**config.mk**
```make
export PLATFORM = sky130hd
export DESIGN_NAME = march_host_seq_flat
export DESIGN_NICKNAME = d
export VERILOG_FILES = /design/src/rtl/march_host_seq_if.sv /design/src/rtl/march_host_seq.sv /design/src/flat_wrapper.sv
export SDC_FILE = /design/constraint.sdc
export NUM_CORES = 1
export LEC_CHECK = 0
export BUFFER_PORTS_ARGS = -buffer_cell sky130_fd_sc_hd__buf_2
export CAP_MARGIN = 10
export CORE_ASPECT_RATIO = 0.5
export CORE_UTILIZATION = 30
export CTS_CLUSTER_SIZE = 14
export DETAILED_ROUTE_END_ITERATION = 10
export MAX_ROUTING_LAYER = met4
export PLACE_DENSITY_LB_ADDON = 0.1
export SLEW_MARGIN = 10
export SYNTH_ARGS = -nofsm -noshare
export SYNTH_HDL_FRONTEND = slang
export SYNTH_SLANG_ARGS = --single-unit
```
**constraint.sdc**
```tcl
create_clock -name clk -period 4.3 [get_ports clk]
set_clock_uncertainty 0.1 [all_clocks]
set_input_delay 0.215 -clock clk [delete_from_list [all_inputs] [get_ports clk]]
set_output_delay 0.215 -clock clk [all_outputs]
set_load 0.05 [all_outputs]
```
**src/rtl/march_host_seq_if.sv**
```systemverilog
// Pin bundle between the March C- host sequencer and the memory-controller pins,
// plus the host-side control/status handshake.
interface march_host_seq_if #(
  parameter int ADDR_W = 16,
  parameter int DATA_W = 8,
  parameter int CNT_W  = 8
);
  logic              start;
  logic              abort;
  logic [ADDR_W-1:0] addr;
  logic [DATA_W-1:0] idata;
  logic              ce;
  logic              csb;
  logic              web;
  logic              oeb;
  logic [DATA_W-1:0] odata;
  logic              busy;
  logic              done;
  logic              pass;
  logic              fail_valid;
  logic [ADDR_W-1:0] fail_addr;
  logic [2:0]        fail_elem;
  logic [CNT_W-1:0]  fail_cnt;

  modport master (
    input  start, abort, odata,
    output addr, idata, ce, csb, web, oeb,
    output busy, done, pass, fail_valid, fail_addr, fail_elem, fail_cnt
  );

  modport slave (
    output start, abort, odata,
    input  addr, idata, ce, csb, web, oeb,
    input  busy, done, pass, fail_valid, fail_addr, fail_elem, fail_cnt
  );
endinterface

```
**src/rtl/march_host_seq.sv**
```systemverilog
// March C- initiator driving the memory-controller pins from outside the controller;
// logs each read mismatch (address, element, saturating count) for the repair flow.
module march_host_seq #(
  parameter int ADDR_W   = 16,
  parameter int DATA_W   = 8,
  parameter int ADDR_MAX = 65535,
  parameter int SETUP_C  = 1,
  parameter int CE_C     = 2,
  parameter int RD_LAT   = 3,
  parameter int CNT_W    = 8
) (
  input  logic                clk,
  input  logic                rst,
  march_host_seq_if.master    hif
);
  typedef enum logic [2:0] {IDLE, SETUP, STROBE, HOLD, RDWAIT, NEXT} state_t;

  localparam logic [ADDR_W-1:0] A_LAST = ADDR_W'(ADDR_MAX);
  localparam int CMAX  = (SETUP_C > CE_C) ? ((SETUP_C > RD_LAT) ? SETUP_C : RD_LAT)
                                          : ((CE_C > RD_LAT) ? CE_C : RD_LAT);
  localparam int CYC_W = $clog2(CMAX + 1);

  state_t            state, state_nx;
  logic [CYC_W-1:0]  cyc;
  logic [2:0]        elem;
  logic              op;
  logic [ADDR_W-1:0] addr;
  logic              busy, done, pass, fail_valid;
  logic [ADDR_W-1:0] fail_addr;
  logic [2:0]        fail_elem;
  logic [CNT_W-1:0]  fail_cnt;

  logic              is_wr, down, last_op, at_end, run_end, in_acc, cmp, mism, go;
  logic [DATA_W-1:0] exp_rd, wr_data;

  // E0 is write-only and E5 read-only; E1..E4 read (op 0) then write (op 1).
  assign is_wr   = (elem == 3'd0) || op;
  assign last_op = (elem == 3'd0) || (elem == 3'd5) || op;
  assign down    = (elem == 3'd3) || (elem == 3'd4);
  assign exp_rd  = ((elem == 3'd2) || (elem == 3'd4)) ? '1 : '0;
  assign wr_data = ((elem == 3'd1) || (elem == 3'd3)) ? '1 : '0;
  assign at_end  = down ? (addr == '0) : (addr == A_LAST);
  assign run_end = last_op && at_end && (elem == 3'd5);
  assign go      = hif.start && !hif.abort;
  assign cmp     = (state == RDWAIT) && (cyc == CYC_W'(RD_LAT - 1)) && !hif.abort;
  assign mism    = cmp && (hif.odata != exp_rd);

  always_ff @(posedge clk or posedge rst) begin
    if (rst) state <= IDLE;
    else     state <= state_nx;
  end

  always_comb begin
    state_nx = state;
    case (state)
      IDLE:    if (go) state_nx = SETUP;
      SETUP:   if (cyc == CYC_W'(SETUP_C - 1)) state_nx = STROBE;
      STROBE:  if (cyc == CYC_W'(CE_C - 1)) state_nx = HOLD;
      HOLD:    state_nx = is_wr ? NEXT : RDWAIT;
      RDWAIT:  if (cyc == CYC_W'(RD_LAT - 1)) state_nx = NEXT;
      NEXT:    state_nx = run_end ? IDLE : SETUP;
      default: state_nx = IDLE;
    endcase
    if (hif.abort && (state != IDLE)) state_nx = IDLE;
  end

  // Pins decode straight from registered state so abort/reset release them at once.
  assign in_acc    = (state == SETUP) || (state == STROBE) || (state == HOLD) || (state == RDWAIT);
  assign hif.addr  = addr;
  assign hif.idata = (in_acc && is_wr) ? wr_data : '0;
  assign hif.ce    = (state == STROBE);
  assign hif.csb   = !in_acc;
  assign hif.web   = !(in_acc && is_wr);
  assign hif.oeb   = !(in_acc && !is_wr);

  assign hif.busy       = busy;
  assign hif.done       = done;
  assign hif.pass       = pass;
  assign hif.fail_valid = fail_valid;
  assign hif.fail_addr  = fail_addr;
  assign hif.fail_elem  = fail_elem;
  assign hif.fail_cnt   = fail_cnt;

  always_ff @(posedge clk or posedge rst) begin
    if (rst) cyc <= '0;
    else     cyc <= (state_nx != state) ? '0 : cyc + 1'b1;
  end

  always_ff @(posedge clk or posedge rst) begin
    if (rst) begin
      elem       <= '0;
      op         <= 1'b0;
      addr       <= '0;
      busy       <= 1'b0;
      done       <= 1'b0;
      pass       <= 1'b0;
      fail_valid <= 1'b0;
      fail_addr  <= '0;
      fail_elem  <= '0;
      fail_cnt   <= '0;
    end else begin
      fail_valid <= 1'b0;
      if (state == IDLE) begin
        if (go) begin
          busy      <= 1'b1;
          done      <= 1'b0;
          pass      <= 1'b0;
          fail_addr <= '0;
          fail_elem <= '0;
          fail_cnt  <= '0;
          elem      <= '0;
          op        <= 1'b0;
          addr      <= '0;
        end
      end else if (hif.abort) begin
        busy <= 1'b0;
      end else begin
        if (mism) begin
          fail_valid <= 1'b1;
          fail_addr  <= addr;
          fail_elem  <= elem;
          if (fail_cnt != '1) fail_cnt <= fail_cnt + 1'b1;
        end
        if (state == NEXT) begin
          if (!last_op) begin
            op <= 1'b1;
          end else begin
            op <= 1'b0;
            if (!at_end) begin
              addr <= down ? addr - 1'b1 : addr + 1'b1;
            end else if (elem != 3'd5) begin
              // Down elements E3/E4 start at the top; the rest start at 0.
              elem <= elem + 3'd1;
              addr <= ((elem == 3'd2) || (elem == 3'd3)) ? A_LAST : '0;
            end
          end
          if (run_end) begin
            busy <= 1'b0;
            done <= 1'b1;
            pass <= (fail_cnt == '0);
          end
        end
      end
    end
  end
endmodule

```
**src/flat_wrapper.sv**
```systemverilog
// flat-port wrapper written by rule: the top's interface ports become plain ports
module march_host_seq_flat 
#(
  parameter int ADDR_W   = 16,
  parameter int DATA_W   = 8,
  parameter int ADDR_MAX = 65535,
  parameter int SETUP_C  = 1,
  parameter int CE_C     = 2,
  parameter int RD_LAT   = 3,
  parameter int CNT_W    = 8
)
  (clk, rst, hif_start, hif_abort, hif_odata, hif_addr, hif_idata, hif_ce, hif_csb, hif_web, hif_oeb, hif_busy, hif_done, hif_pass, hif_fail_valid, hif_fail_addr, hif_fail_elem, hif_fail_cnt);
  march_host_seq_if #(.ADDR_W(ADDR_W), .DATA_W(DATA_W), .CNT_W(CNT_W)) hif_i ();
  input  logic clk;
  input  logic rst;
  input wire logic [$bits(hif_i.start)-1:0] hif_start;
  input wire logic [$bits(hif_i.abort)-1:0] hif_abort;
  input wire logic [$bits(hif_i.odata)-1:0] hif_odata;
  output wire logic [$bits(hif_i.addr)-1:0] hif_addr;
  output wire logic [$bits(hif_i.idata)-1:0] hif_idata;
  output wire logic [$bits(hif_i.ce)-1:0] hif_ce;
  output wire logic [$bits(hif_i.csb)-1:0] hif_csb;
  output wire logic [$bits(hif_i.web)-1:0] hif_web;
  output wire logic [$bits(hif_i.oeb)-1:0] hif_oeb;
  output wire logic [$bits(hif_i.busy)-1:0] hif_busy;
  output wire logic [$bits(hif_i.done)-1:0] hif_done;
  output wire logic [$bits(hif_i.pass)-1:0] hif_pass;
  output wire logic [$bits(hif_i.fail_valid)-1:0] hif_fail_valid;
  output wire logic [$bits(hif_i.fail_addr)-1:0] hif_fail_addr;
  output wire logic [$bits(hif_i.fail_elem)-1:0] hif_fail_elem;
  output wire logic [$bits(hif_i.fail_cnt)-1:0] hif_fail_cnt;
  assign hif_i.start = hif_start;
  assign hif_i.abort = hif_abort;
  assign hif_i.odata = hif_odata;
  assign hif_addr = hif_i.addr;
  assign hif_idata = hif_i.idata;
  assign hif_ce = hif_i.ce;
  assign hif_csb = hif_i.csb;
  assign hif_web = hif_i.web;
  assign hif_oeb = hif_i.oeb;
  assign hif_busy = hif_i.busy;
  assign hif_done = hif_i.done;
  assign hif_pass = hif_i.pass;
  assign hif_fail_valid = hif_i.fail_valid;
  assign hif_fail_addr = hif_i.fail_addr;
  assign hif_fail_elem = hif_i.fail_elem;
  assign hif_fail_cnt = hif_i.fail_cnt;
  march_host_seq #(.ADDR_W(ADDR_W), .DATA_W(DATA_W), .ADDR_MAX(ADDR_MAX), .SETUP_C(SETUP_C), .CE_C(CE_C), .RD_LAT(RD_LAT), .CNT_W(CNT_W)) u_core (.clk(clk), .rst(rst), .hif(hif_i));
endmodule
```
==> results.toml <==
[synthesis]
synth_compound_area_frac = 0.209
syn_area_um2 = 3690
avgSynthCellArea_um2 = 8.67
synth_cells = 426
ys_ff_latch = 56
syn-num-nets = 463
synthAdderAreaFrac = 0.0867
synth-xor-area-share = 0.0261
yosys-mux-area-fraction = 0.0210
synth-simple-area-share = 0.220
synth_cell_type_count = 58
synthArstFlopShare = 1.00
synth-edff-count = 0
synth_top_family_by_area = "simple AND/OR/NAND/NOR gates"
yosysWarnings = 0
ys_seq_area_frac = 0.379
synthFlopType = "dfrtp_1"

[sta]
report.final.hold_viol_count = 0
slew_violations = 0
setup_tns_ps = 0
fin_crit_ps = 3330
tightestPinTransition_ps = 812
setup_ws_ps = 972
setup_violations = 0
fmax_mhz = 300
rsz0062_at_grt = "no"
whs_ps = 153
period_share = 0.774
slew_headroom = 0.459

[finish]
diodes = 0
fin_nets = 522
syn_to_final_growth_pct = 16.7
design_area_um2 = 4310
fin_util = 0.362
drive_above_1_share = 0.191
final_cells = 651

[clock_tree]
cts_root_buf = "clkbuf_16"
post_cts_buffers = 0
max-clock-path-buffers = 2
cts_num_sinks = 56
htree_levels = 2
cts_buffers = 5
clk_pin_slew_ps = 70
cts_resized = 0
cts_tree = "yes"
clock_latency_ps = 300
ctsHoldBuffers = 1

[power_and_ir_drop]
p_total_mw = 1.58
p_per_area_nw_per_um2 = 366
p_leak_nw = 2.14
ir_drop_uv = 164

[grt]
grt_pass1_wl_mm = 16.8
gr-usage-all-layers = 0.171
overflow = 0
antenna_found_initial = 0
grt_max_degree = 38
grt_pass1_vias = 3188

[placement]
portBuffers = 70
gp_congestion = 0.867
dp_cells = 642
place_ws_ps = 947
place_area_um2 = 4150
dp_hpwl_mm = 7.39

[worst_hold_path]
min_path_type = "input pin to flip-flop"
hold_path_end = "u_core.state[2]$_DFF_PP0_"
holdPathStages = 2
hold_path.startpoint = "hif_abort"

[critical_path]
critPathLaunchType = "flip-flop"
critPathSlowestCell = "mux2_2"
critPathLaunch = "u_core.elem[0]$_DFFE_PP0P_"
r2r_end = "u_core.hif.addr[15]$_DFFE_PP0P_"
cpMostUsedCell = "ha_1"
worst-path-max-fanout = 17
worstPathCellList = "inv_1 -> ha_1 -> mux2_2 -> ha_1 -> nand2_1 -> nor4_1 -> nor3_1 -> or3_1 -> and4_1 -> a2111o_1"
cp.arrival_ps = 3410
critPathCaptureType = "flip-flop"
r2r_cells = 10
slowest_delay_ps = 450
critPathKind = "flip-flop to flip-flop"
reg2reg_slack_ps = 970
r2r_start = "u_core.elem[0]$_DFFE_PP0P_"
cp_data_required_time_ps = 4380

[route]
via_count = 3274
final_antenna_net_count = 0
drt_iter0_drc = 94
drtPass1Iterations = 4
drt_wl_total_mm = 10.1
routed_via_density = 5.03
wl_per_cell_um = 15.5
drc = 0

[die]
core-area_um2 = 11900
num_io_pins = 71
die-width_um = 159
start_util = 0.310
dieHeight_um = 80.5
die_area_um2 = 12800
rows = 28

[run]
drv_cap = 0

[run_status]
status = "finished, final reports clean"
## metal layers
layer  up-vias  track usage  part of all wire
met3         6       0.0284             0.029
li1       1656            -                 -
met1      1568        0.236              0.53
met2        44        0.263              0.43
met5         -            -                 0
met4         0       0.0375            0.0087
## synthesized netlist by cell type (all sizes together), types with 3 or more instances
cell type  number  share of area
nand2          68          0.069
dfrtp          56           0.38
a21oi          30          0.042
o21ai          30          0.041
nand3          28          0.038
ha             24          0.081
nor2           22          0.022
inv            21          0.021
buf            15          0.028
a21o           11          0.022
nand4          10          0.017
xnor2          10          0.024
clkbuf          9         0.0091
nor4            8          0.014
o31ai           8          0.020
nor3            6         0.0095
or3             5         0.0085
a211o           4         0.0095
mux2i           4          0.011
nor2b           4         0.0068
or4             4         0.0081
a2111o          3         0.0091
a2111oi         3         0.0071
a211oi          3         0.0061
a22o            3         0.0071
mux2            3          0.010
o211ai          3         0.0061
o22a            3         0.0071
## kinds of logic (layout without fill, tap and decap cells)
kind of cell	Yosys count	in the layout
XOR/XNOR	11	11
AO/OA/AOI/OAI	114	114
multiplexers	7	7
flip-flops	56	56
buffers and inverters	45	105
adder cells (fa/ha/maj)	25	25
AND/OR/NAND/NOR	168	168
## power by group
part	switching, mW	leakage (nW)	total, mW	internal, mW
clock network	0.196	0.0701	0.429	0.233
registers	0.0517	0.774	0.610	0.559
logic	0.382	1.30	0.538	0.156
## state kept, by name (all words and copies together) (netlist names)
| signal | cells |
|---|---|
| u_core.hif.done | 1 |
| u_core.state | 3 |
| u_core.hif.addr | 16 |
| u_core.hif.fail_valid | 1 |
| u_core.cyc | 2 |
| u_core.hif.busy | 1 |
| u_core.hif.fail_cnt | 8 |
| u_core.op | 1 |
| u_core.hif.fail_addr | 16 |
| u_core.elem | 3 |
| u_core.hif.fail_elem | 3 |
| u_core.hif.pass | 1 |
## worst max-delay path: cells and delay by family, from the launching register on
family	cells	cell delay, ps
AO/OA/AOI/OAI	1	270
adder cells (fa/ha/maj)	2	670
buffers and inverters	1	100
flip-flops	1	400
multiplexers	1	450
AND/OR/NAND/NOR	5	1220
## worst max path at each step
stage                                      endpoint  cells past startpoint
detailed placement  u_core.hif.addr[15]$_DFFE_PP0P_                     10
floorplan           u_core.hif.addr[15]$_DFFE_PP0P_                     10
finish              u_core.hif.addr[15]$_DFFE_PP0P_                     10
global placement    u_core.hif.addr[15]$_DFFE_PP0P_                     10
global route        u_core.hif.addr[15]$_DFFE_PP0P_                     10
CTS                 u_core.hif.addr[15]$_DFFE_PP0P_                     10
## final cells by class
type	count	area, µm²
Fill cell	1284	7600
Multi-Input combinational cell	325	2080
Clock inverter	1	7.51
Timing Repair Buffer	76	398
Sequential cell	56	1400
Tap cell	165	206
Inverter	21	78.8
Clock buffer	7	143
## placed cells by master (no fill, tap or decap), types with 11 or more instances in the layout
cell     instances
o21ai_0         28
a21oi_1         29
nor2_1          22
nand2_1         68
dfrtp_1         56
inv_1           20
ha_1            24
buf_2           70
nand3_1         28
a21o_1          11
No activity file was read; power rests on OpenSTA's default activity.
